## config.mk

```make
export PLATFORM = sky130hd
export DESIGN_NAME = fmap_rmw_engine_flat
export DESIGN_NICKNAME = d
export VERILOG_FILES = /design/src/rtl/fmap_rmw_if.sv /design/src/rtl/fmap_rmw_engine.sv /design/src/flat_wrapper.sv
export SDC_FILE = /design/constraint.sdc
export NUM_CORES = 1
export LEC_CHECK = 0
export BUFFER_PORTS_ARGS = -buffer_cell sky130_fd_sc_hd__clkbuf_2
export CAP_MARGIN = 20
export CORE_UTILIZATION = 34
export CTS_CLUSTER_DIAMETER = 150
export DETAILED_ROUTE_END_ITERATION = 10
export HOLD_SLACK_MARGIN = 0.08
export MAX_ROUTING_LAYER = met4
export PLACE_DENSITY = 0.65
export SKIP_CTS_REPAIR_TIMING = 1
export SLEW_MARGIN = 40
export SYNTH_ARGS = -nofsm -noshare
export SYNTH_HDL_FRONTEND = slang
export SYNTH_SLANG_ARGS = --single-unit
```

## constraint.sdc

```tcl
create_clock -name clk -period 5.3 [get_ports clk]
set_input_delay 0.265 -clock clk [delete_from_list [all_inputs] [get_ports clk]]
set_output_delay 0.265 -clock clk [all_outputs]
set_load 0.02 [all_outputs]
```

## src/rtl/fmap_rmw_if.sv

```systemverilog
// Event, read and write ports of the feature-map read-modify-write engine.
// Coordinates are packed as {y, x}, x in the low COORD_BITS bits.
interface fmap_rmw_if #(
  parameter int COORD_BITS       = 8,
  parameter int CHANNELS         = 4,
  parameter int BITS_PER_CHANNEL = 8
);
  localparam int VW = 2 * COORD_BITS;
  localparam int DW = CHANNELS * BITS_PER_CHANNEL;

  // Every channel here is valid/ready: a beat moves in the cycle where both
  // sides are high, and the sender holds its payload stable until then.
  logic          ev_valid;
  logic          ev_ready;
  logic [VW-1:0] ev_coord;
  logic [DW-1:0] ev_weights;

  logic          read_req;
  logic [VW-1:0] coord_get;
  logic          read_ready;
  logic [DW-1:0] data_out;

  logic          write_req;
  logic [VW-1:0] coord_wtr;
  logic [DW-1:0] data_in;
  logic          write_ready;

  modport slave (
    input  ev_valid, ev_coord, ev_weights, read_ready, data_out, write_ready,
    output ev_ready, read_req, coord_get, write_req, coord_wtr, data_in
  );

  modport master (
    output ev_valid, ev_coord, ev_weights, read_ready, data_out, write_ready,
    input  ev_ready, read_req, coord_get, write_req, coord_wtr, data_in
  );
endinterface

```

## src/rtl/fmap_rmw_engine.sv

```systemverilog
// Read-modify-write of one feature-map pixel word per event: read, add the
// saturated per-channel weights, write back in acceptance order.
module fmap_rmw_engine #(
  parameter int COORD_BITS       = 8,
  parameter int CHANNELS         = 4,
  parameter int BITS_PER_CHANNEL = 8
) (
  input  logic        clk,
  input  logic        rst,
  input  logic        enable,
  fmap_rmw_if.slave   bus,
  output logic        busy,
  output logic [15:0] write_count
);
  localparam int B  = BITS_PER_CHANNEL;
  localparam int VW = 2 * COORD_BITS;
  localparam int DW = CHANNELS * B;

  logic          s1_valid, s2_valid, skid_valid, w_valid;
  logic [VW-1:0] s1_coord, s2_coord, skid_coord, w_coord;
  logic [DW-1:0] s1_weights, s2_data, skid_data, w_data;
  logic          accept, complete;
  logic [DW-1:0] base, s1_result;
  logic [B:0]    ch_sum;

  assign bus.ev_ready  = enable && bus.read_ready && bus.write_ready && !skid_valid && !rst;
  assign accept        = bus.ev_valid && bus.ev_ready;
  assign bus.read_req  = accept;
  assign bus.coord_get = accept ? bus.ev_coord : '0;

  assign complete      = s2_valid && bus.write_ready;
  assign bus.write_req = s2_valid;
  assign bus.coord_wtr = s2_valid ? s2_coord : '0;
  assign bus.data_in   = s2_valid ? s2_data : '0;
  assign busy          = s1_valid || s2_valid || skid_valid;

  // Newest pending value of this pixel wins over what memory returned.
  always_comb begin
    base = bus.data_out;
    if (s2_valid && (s2_coord == s1_coord)) begin
      base = s2_data;
    end else if (w_valid && (w_coord == s1_coord)) begin
      base = w_data;
    end
  end

  // Sign-extend to B+1 bits; a mismatch of the top two bits means overflow.
  always_comb begin
    s1_result = '0;
    ch_sum    = '0;
    for (int i = 0; i < CHANNELS; i++) begin
      ch_sum = {base[i*B+B-1], base[i*B +: B]} + {s1_weights[i*B+B-1], s1_weights[i*B +: B]};
      if (ch_sum[B] != ch_sum[B-1]) begin
        s1_result[i*B +: B] = ch_sum[B] ? {1'b1, {(B-1){1'b0}}} : {1'b0, {(B-1){1'b1}}};
      end else begin
        s1_result[i*B +: B] = ch_sum[B-1:0];
      end
    end
  end

  always_ff @(posedge clk) begin
    if (rst) begin
      s1_valid    <= 1'b0;
      s2_valid    <= 1'b0;
      skid_valid  <= 1'b0;
      w_valid     <= 1'b0;
      write_count <= 16'd0;
    end else begin
      s1_valid <= accept;
      if (accept) begin
        s1_coord   <= bus.ev_coord;
        s1_weights <= bus.ev_weights;
      end

      w_valid <= complete;
      if (complete) begin
        w_coord     <= s2_coord;
        w_data      <= s2_data;
        write_count <= write_count + 16'd1;
      end

      // The skid entry is older than S1, so it always refills S2 first.
      if (!s2_valid || complete) begin
        if (skid_valid) begin
          s2_valid   <= 1'b1;
          s2_coord   <= skid_coord;
          s2_data    <= skid_data;
          skid_valid <= s1_valid;
          if (s1_valid) begin
            skid_coord <= s1_coord;
            skid_data  <= s1_result;
          end
        end else begin
          s2_valid <= s1_valid;
          if (s1_valid) begin
            s2_coord <= s1_coord;
            s2_data  <= s1_result;
          end
        end
      end else if (s1_valid) begin
        skid_valid <= 1'b1;
        skid_coord <= s1_coord;
        skid_data  <= s1_result;
      end
    end
  end
endmodule

```

## src/flat_wrapper.sv

```systemverilog
// flat-port wrapper written by rule: the top's interface ports become plain ports
module fmap_rmw_engine_flat 
#(
  parameter int COORD_BITS       = 8,
  parameter int CHANNELS         = 4,
  parameter int BITS_PER_CHANNEL = 8
)
  (clk, rst, enable, busy, write_count, bus_ev_valid, bus_ev_coord, bus_ev_weights, bus_read_ready, bus_data_out, bus_write_ready, bus_ev_ready, bus_read_req, bus_coord_get, bus_write_req, bus_coord_wtr, bus_data_in);
  fmap_rmw_if #(.COORD_BITS(COORD_BITS), .CHANNELS(CHANNELS), .BITS_PER_CHANNEL(BITS_PER_CHANNEL)) bus_i ();
  input  logic clk;
  input  logic rst;
  input  logic enable;
  output logic busy;
  output logic [15:0] write_count;
  input wire logic [$bits(bus_i.ev_valid)-1:0] bus_ev_valid;
  input wire logic [$bits(bus_i.ev_coord)-1:0] bus_ev_coord;
  input wire logic [$bits(bus_i.ev_weights)-1:0] bus_ev_weights;
  input wire logic [$bits(bus_i.read_ready)-1:0] bus_read_ready;
  input wire logic [$bits(bus_i.data_out)-1:0] bus_data_out;
  input wire logic [$bits(bus_i.write_ready)-1:0] bus_write_ready;
  output wire logic [$bits(bus_i.ev_ready)-1:0] bus_ev_ready;
  output wire logic [$bits(bus_i.read_req)-1:0] bus_read_req;
  output wire logic [$bits(bus_i.coord_get)-1:0] bus_coord_get;
  output wire logic [$bits(bus_i.write_req)-1:0] bus_write_req;
  output wire logic [$bits(bus_i.coord_wtr)-1:0] bus_coord_wtr;
  output wire logic [$bits(bus_i.data_in)-1:0] bus_data_in;
  assign bus_i.ev_valid = bus_ev_valid;
  assign bus_i.ev_coord = bus_ev_coord;
  assign bus_i.ev_weights = bus_ev_weights;
  assign bus_i.read_ready = bus_read_ready;
  assign bus_i.data_out = bus_data_out;
  assign bus_i.write_ready = bus_write_ready;
  assign bus_ev_ready = bus_i.ev_ready;
  assign bus_read_req = bus_i.read_req;
  assign bus_coord_get = bus_i.coord_get;
  assign bus_write_req = bus_i.write_req;
  assign bus_coord_wtr = bus_i.coord_wtr;
  assign bus_data_in = bus_i.data_in;
  fmap_rmw_engine #(.COORD_BITS(COORD_BITS), .CHANNELS(CHANNELS), .BITS_PER_CHANNEL(BITS_PER_CHANNEL)) u_core (.clk(clk), .rst(rst), .enable(enable), .bus(bus_i), .busy(busy), .write_count(write_count));
endmodule
```

==> metrics.md, run 1 <==
| Metric | Value |
|---|---|
| Die ar. | `32700 µm²` |
| WHS | `0.184 ns` |
| Die H | `~180 µm` |
| Hold Startpoint | `bus_write_ready` |
| Final ANT Viol Nets | `0` |
| Worst Path Arrival | `between 5 and 6 ns` |
| Worst-case reg-to-reg path depth | `16` |
| Max cap viols | `0` |
| GRT Residual Overflow | `0` |
| Design area | `13500 µm²` |
| DIE WIDTH | `between 150 and 200 µm` |
| Yosys warns | `0` |
| Avg Synthesized Cell Area | `roughly 12 µm²` |
| Peak VDD IR | `0.236 mV` |
| Reg2reg end | `u_core.s2_data[14]$_DFFE_PP_` |
| Slowest cell delay on critical path | `roughly 0.52 ns` |
| IO buf count | `~170` |
| Avg WL per Cell | `roughly 19 µm` |
| Hold endpoint | `u_core.skid_valid$_SDFFE_PP0P_` |
| Ys flop type | `edfxtp_1` |
| Unique masters post-synth | `63` |
| Reg-to-reg critical path startpoint | `u_core.s1_coord[13]$_DFFE_PP_` |
| WS Path Type | `reg2reg` |
| Asr flop ratio synth | `0%` |
| Total number of vias | `between 8k and 9k` |
| Initial Utilization | `between 30% and 40%` |
| Final WL | `29000 µm` |
| Diode count | `0` |
| Setup TNS | `0 ns` |
| Final hold violations | `0` |
| Worst path slowest cell | `nor4_1` |
| Pin count of the biggest net entering global routing | `56` |
| Clk slew on worst S/H paths | `roughly 0.06 ns` |
| Area after DPL | `between 10000 and 15000 µm²` |
| Final Max Slew Viols | `0` |
| Synth Instances | `917` |
| Total clock sinks | `around 210` |
| H-tree depth | `1` |
| Remaining DRCs | `0` |
| Fin nets | `around 1.3k` |
| Initial drt markers | `510` |
| Util after Layout | `approximately 43%` |
| Setup violators final | `0` |
| Initial antenna violation count | `1` |
| CP endpoint kind | `flip-flop` |
| CTS tree | `yes` |
| CP startpoint kind | `flip-flop` |
| Gr usage total | `17.7%` |
| GP Congestion | `~0.83` |
| Max_slew headroom | `around half` |
| R2R setup slack | `approximately 0.55 ns` |
| Sequential fraction of the synthesis area | `56.7%` |
| Buffers from clock root to sink, at most | `3` |
| Max Fanout on Critical Path | `10` |
| Cts bufs inserted | `25` |
| Pre-antenna DRT Iters | `5` |
| Share of cells above drive strength 1 | `between 20 and 25%` |
| Row count | `65` |
| Fin crit period | `between 4 and 5 ns` |
| Post-synthesis register bit count | `212` |
| Status | `finished clean` |
| First-pass GRT wire length | `44100 µm` |
| Fmax | `approximately 0.21 GHz` |
| Final period utilization | `between 80 and 90%` |
| HPWL Detailed | `between 15000 and 20000 µm` |
| Setup Skew | `approximately 0.018 ns` |
| Mapped Nets | `around 1.0k` |
| EDFF count, synth | `about 190` |
| Required @ worst endpoint | `~5.6 ns` |
| RSZ-0062 raised after global routing | `false` |
| Clk Latency, worst-skew pair | `around 0.52 ns` |
| Vias in the first global route | `~7.7k` |
| FILL cells | `roughly 3k` |
| Worst Hold Depth | `4` |
| Leakage Power | `~5.0 nW` |
| Post-Syn Area | `10900 µm²` |
| Via/cell ratio | `roughly 5.2` |
| Core box area | `between 30000 and 40000 µm²` |
| Tightest Pin Transition | `0.773 ns` |
| Hold/Removal Path Class | `in2reg` |
| Cells along the critical path | `xor2_1, nor4_1, and4_1, buf_4, a22oi_1, a2bb2oi_1, ha_1, a21o_1, a21oi_1, o21a_1, o21ai_0, xor2_1, ha_1, nand2_1, a311o_1, o311ai_0` |
| I/O pin count | `170` |
| Area grow syn2layout | `23.8%` |
| Power Dens Cells | `roughly 290 nW/µm²` |
| Root buf cell | `clkbuf_16` |
-- flip-flops by register name, indices dropped and copies added (netlist names), 16 cells and up --
signal	cells
u_core.s1_weights	32
u_core.s2_data	32
u_core.skid_data	32
u_core.w_data	32
u_core.s1_coord	16
u_core.s2_coord	16
u_core.skid_coord	16
u_core.w_coord	16
u_core.write_count	16
-- synthesized netlist by cell type, types with 7 or more instances --
library cell    n  area share, %
xnor2_1        38            3.1
a2bb2oi_1      38            3.1
nand4_1         7           0.40
buf_2          11           0.51
a21o_1          7           0.48
inv_1          15           0.52
and3_1         22            1.3
dfxtp_1        20            3.7
xor2_1         29            2.3
nor2_1         42            1.4
o21ai_1        17           0.78
edfxtp_1      192             53
a22oi_1        32            2.2
clkbuf_1       36            1.2
nand3_1        14           0.64
a21oi_1        31            1.4
o21ai_0        47            2.2
ha_1           42            4.8
mux2_2         25            2.6
nor3_1         39            1.8
and2_1         52            3.0
nand2_1        73            2.5
-- how the worst max path moves through the flow --
stage | start | end | slack (ns) | cells past startpoint
after floorplan | u_core.skid_valid$_SDFFE_PP0P_ | u_core.skid_coord[0]$_DFFE_PP_ | 0.26 | 4
after global placement | u_core.s1_coord[0]$_DFFE_PP_ | u_core.s2_data[11]$_DFFE_PP_ | 0.68 | 16
after detailed placement | u_core.s1_coord[4]$_DFFE_PP_ | u_core.s2_data[12]$_DFFE_PP_ | 0.53 | 16
after CTS | u_core.s1_coord[13]$_DFFE_PP_ | u_core.s2_data[11]$_DFFE_PP_ | 0.54 | 16
after global routing | u_core.s1_coord[13]$_DFFE_PP_ | u_core.s2_data[14]$_DFFE_PP_ | 0.14 | 16
final | u_core.s1_coord[13]$_DFFE_PP_ | u_core.s2_data[14]$_DFFE_PP_ | 0.55 | 16
-- critical path, delay by kind of cell (launching register included) --
family	cells	cell delay (ns)
flops	1	0.46
buf+inv	1	0.24
compound gates	8	1.65
simple gates	3	1.05
fa+ha+maj	2	0.79
xor+xnor	2	0.36
-- layer usage --
metal	global-route usage [%]	up-vias	wire length [µm]
li1	-	3838	-
met1	24.1	3877	13000
met2	27.3	284	13400
met3	3.08	41	2000
met4	4.44	0	605
met5	-	-	0
-- report_power, final --
group	switching [mW]	internal [mW]	total (mW)
Sequential	0.00646	1.85	1.85
Combinational	0.192	0.166	0.358
Clock	0.665	1.02	1.68
Total	0.863	3.03	3.89
-- metrics by stage --
stage               worst slack (ns)  power [mW]  instances
floorplan                      0.261        2.12        917
global placement               0.675        2.21       1453
detailed placement             0.531        2.22       1453
CTS                            0.537        3.90       1494
global route                   0.142        4.04       1542
finish                         0.548        3.89       1542
-- cells by family after synthesis --
group           count (synthesis)  synth area share, %
simple gates                  281                 13.2
compound gates                213                 13.7
flops                         212                 56.7
buf+inv                        71                 2.69
xor+xnor                       67                 5.39
fa+ha+maj                      48                 5.77
mux                            25                 2.59
-- cell type report --
cell class | instances | area (µm²) | share of cell area [%]
Clock buffer | 30 | 654 | 4.86
Clock inverter | 11 | 139 | 1.03
Inverter | 17 | 63.8 | 0.474
Multi-Input combinational cell | 634 | 4460 | 33.1
Sequential cell | 212 | 6170 | 45.8
Tap cell | 402 | 503 | 3.73
Timing Repair Buffer | 236 | 1480 | 11.0
-- cell usage in the layout, fill, tap and decap left out, types with 5 or more instances in the layout --
cell type,n
edfxtp_1,192
clkbuf_2,169
nand2_1,73
and2_1,51
dlygate4sd3_1,48
o21ai_0,47
ha_1,42
nor2_1,40
xnor2_1,38
a2bb2oi_1,38
nor3_1,37
a22oi_1,32
a21oi_1,31
xor2_1,28
mux2_2,25
clkbuf_16,25
and3_1,22
buf_4,18
dfxtp_1,18
o21ai_1,17
inv_1,15
nand3_1,14
nand4_1,7
a21o_1,7
a211oi_1,5
a31oi_1,5
o21a_1,5
No activity file was read; power rests on OpenSTA's default activity.
==> run 2, diff against run 1 <==
--- a/config.mk
+++ b/config.mk
@@ -15,5 +15,4 @@
 export PLACE_DENSITY = 0.65
 export SKIP_CTS_REPAIR_TIMING = 1
-export SLEW_MARGIN = 40
 export SYNTH_ARGS = -nofsm -noshare
 export SYNTH_HDL_FRONTEND = slang
==> constraint.sdc (replaced) <==
create_clock -name clk -period 5.3 [get_ports clk]
set_input_delay 0 -clock clk [delete_from_list [all_inputs] [get_ports clk]]
set_output_delay 0 -clock clk [all_outputs]
set_load 0.02 [all_outputs]
==> run 2 against run 1 <==
  * Critical endpoint is now u_core.skid_data[22]$_DFFE_PP_
  * Non-clock buffer count up 4
  * Final cell count up 0.71%
  * Sequential power about the same
  * Clock power up 5%
  * Die area unchanged
  * Critical path depth unchanged
  * Via count up 0.63%
  * Utilization up 0.29 points
  * First-iteration DRC count up 11%
  * Hold slack worse by 0.0018 ns
  * Clock-buffer cell count up 1
==> metrics.md, run 2 (same netlist as run 1, synthesis figures left out) <==
| Metric | Value |
|---|---|
| Gr usage total | `17.8% (+0.061 points)` |
| Vias in the first global route | `7833 (+2.3%)` |
| Diode count | `0 (unchanged)` |
| Peak VDD IR | `0.222 mV (-6.0%)` |
| GP Congestion | `0.835 (+0.87%)` |
| Cts bufs inserted | `26 (+4.0%)` |
| RSZ-0062 raised after global routing | `false` |
| I/O pin count | `170 (unchanged)` |
| Final period utilization | `90.3% (+0.64 points)` |
| Initial drt markers | `568 (+11%)` |
| Hold Startpoint | `bus_ev_weights[26]` |
| Final hold violations | `0 (unchanged)` |
| Setup Skew | `0.00737 ns (-0.0110 ns)` |
| Final WL | `29400 µm (+1.1%)` |
| Psw | `0.907 mW (+5.0%)` |
| CP dominant cell by count | `nand2_1` |
| Fin nets | `1263 (+0.40%)` |
| Worst path slowest cell | `or3b_1` |
| Total number of vias | `8091 (+0.63%)` |
| FILL cells | `2968 (-1.1%)` |
| Initial Utilization | `34.5% (unchanged)` |
| HPWL Detailed | `19200 µm (-0.14%)` |
| Setup TNS | `0 ns (unchanged)` |
| Initial antenna violation count | `0 (-1)` |
| Most frequent cells in the layout | `192 x edfxtp_1, 169 x clkbuf_2, 73 x nand2_1` |
| Critical path buffer and inverter count | `0 (-1)` |
| Final ANT Viol Nets | `0 (unchanged)` |
| Share of cells above drive strength 1 | `24.8% (+0.38 points)` |
| Setup violators final | `0 (unchanged)` |
| DIE WIDTH | `181 µm (unchanged)` |
| Required @ worst endpoint | `5.58 ns (-0.03 ns)` |
| Area grow syn2layout | `24.6%` |
| Cells along the critical path | `xnor2_1, nand4_1, or3b_1, o21ai_0, a2bb2oi_1, ha_1, fa_1, nand3_1, a21oi_1, o21ai_0, nand2_1, nand2_1, ha_1, nand2_1, a21o_1, a21bo_2` |
| Gate power share | `9.1% (about the same)` |
| Via/cell ratio | `5.21 (about the same)` |
| H-tree depth | `1 (unchanged)` |
| Total clock sinks | `212 (unchanged)` |
| IO buf count | `169 (unchanged)` |
| Commonest non-fill, non-tap cell in the layout | `edfxtp_1` |
| Row count | `65 (unchanged)` |
| Sw frac | `22.8% (+0.66 points)` |
| WS Path Type | `reg2reg` |
| CP startpoint kind | `flip-flop` |
| Clk slew on worst S/H paths | `0.06 ns (about the same)` |
| CTS tree | `yes` |
| Leakage Power | `5.05 nW (+0.88%)` |
| CP endpoint kind | `flip-flop` |
| Remaining DRCs | `0 (unchanged)` |
| Hold/Removal Path Class | `in2reg` |
| Die ar. | `32700 µm² (unchanged)` |
| Pin count of the biggest net entering global routing | `55 (-1.8%)` |
| Buffers from clock root to sink, at most | `3 (unchanged)` |
| WHS | `0.182 ns (-0.00185 ns)` |
| Max Fanout on Critical Path | `25 (+15)` |
| Fmax | `0.209 GHz (-0.71%)` |
| Worst slack, placed | `0.580 ns (+0.0484 ns)` |
| Tightest Pin Transition | `1.11 ns (+0.332 ns)` |
| Final Max Slew Viols | `0 (unchanged)` |
| Core box area | `31600 µm² (unchanged)` |
| Fin crit period | `4.79 ns (+0.0340 ns)` |
| Crit path from | `u_core.s1_coord[3]$_DFFE_PP_` |
| GRT Residual Overflow | `0 (unchanged)` |
| Power Dens Cells | `293 nW/µm² (+1.3%)` |
| Max_slew headroom | `26.3% (-22 points)` |
| Int Pwr | `3.07 mW (+1.1%)` |
| Avg WL per Cell | `18.9 µm (+0.38%)` |
| Max cap viols | `0 (unchanged)` |
| Sequential Power Share | `46.7% (-0.9 points)` |
| Slowest cell delay on critical path | `0.85 ns (+0.33 ns)` |
| Reg-to-reg critical path startpoint | `u_core.s1_coord[3]$_DFFE_PP_` |
| Kind of cell adding the most delay to the critical path | `simple AND/OR/NAND/NOR gates` |
| Area after DPL | `12200 µm² (about the same)` |
| Root buf cell | `clkbuf_16` |
| Clock group share of total power | `44.2% (+1.0 points)` |
| Design area | `13600 µm² (+0.67%)` |
| Worst Path Arrival | `5.07 ns (about the same)` |
| Die H | `181 µm (unchanged)` |
| First-pass GRT wire length | `44000 µm (about the same)` |
| Clk Latency, worst-skew pair | `0.53 ns (about the same)` |
| Status | `finished clean` |
| Final WS setup | `0.514 ns (-0.0340 ns)` |
| Pre-antenna DRT Iters | `5 (unchanged)` |
## run 2: cell count changes in the layout (fill, tap and decap cells not counted), moves of 2 or more
cell	change
clkbuf_1	-2
clkbuf_16	+2
clkinv_2	+7
clkinvlp_4	+2
dlygate4sd3_1	+4
## run 2: final cells by class
type | count | area, µm² | share of cell area (%)
clock inverter | 17 | 141 | 1.04
multi-input combinational | 634 | 4450 | 32.8
tap | 402 | 503 | 3.71
sequential | 212 | 6170 | 45.5
timing repair buffer | 240 | 1520 | 11.2
inverter | 17 | 63.8 | 0.471
clock buffer | 31 | 711 | 5.24
## run 2: routing by layer
metal  track usage [%]  routed length (µm)  vias up  share of wire, %
li1                  -                   -     3847                 -
met1              23.9               13500     3950                46
met2              28.0               13700      244                47
met3              2.70                1530       50               5.2
met4              4.79                 650        0               2.2
met5                 -                   0        -                 0
## run 2: path summary, 6_finish.rpt
path                                          end  slack, ns  depth (start not counted)
setup / recovery   u_core.skid_data[22]$_DFFE_PP_       0.51                         16
hold / removal    u_core.s1_weights[26]$_DFFE_PP_       0.18                          2
setup reg to reg   u_core.skid_data[22]$_DFFE_PP_       0.51                         16
hold reg to reg       u_core.w_data[23]$_DFFE_PP_       0.48                          0
## run 2: through the flow
step                power, mW  cells  util [%]
finish                   3.97   1553      43.0
global route             4.11   1553      43.0
CTS                      3.98   1501      41.3
detailed placement       2.22   1453      38.6
global placement         2.21   1453      38.6
floorplan                2.12    917         -
## run 2: power groups by stage
| stage | clock network [mW] | logic (mW) | registers, mW |
|---|---|---|---|
| after detailed placement | 0 | 0.326 | 1.89 |
| after CTS | 1.79 | 0.329 | 1.85 |
| after global placement | 0 | 0.319 | 1.89 |
| after floorplan | 0 | 0.230 | 1.89 |
| final | 1.76 | 0.360 | 1.85 |
| after global routing | 1.85 | 0.399 | 1.85 |
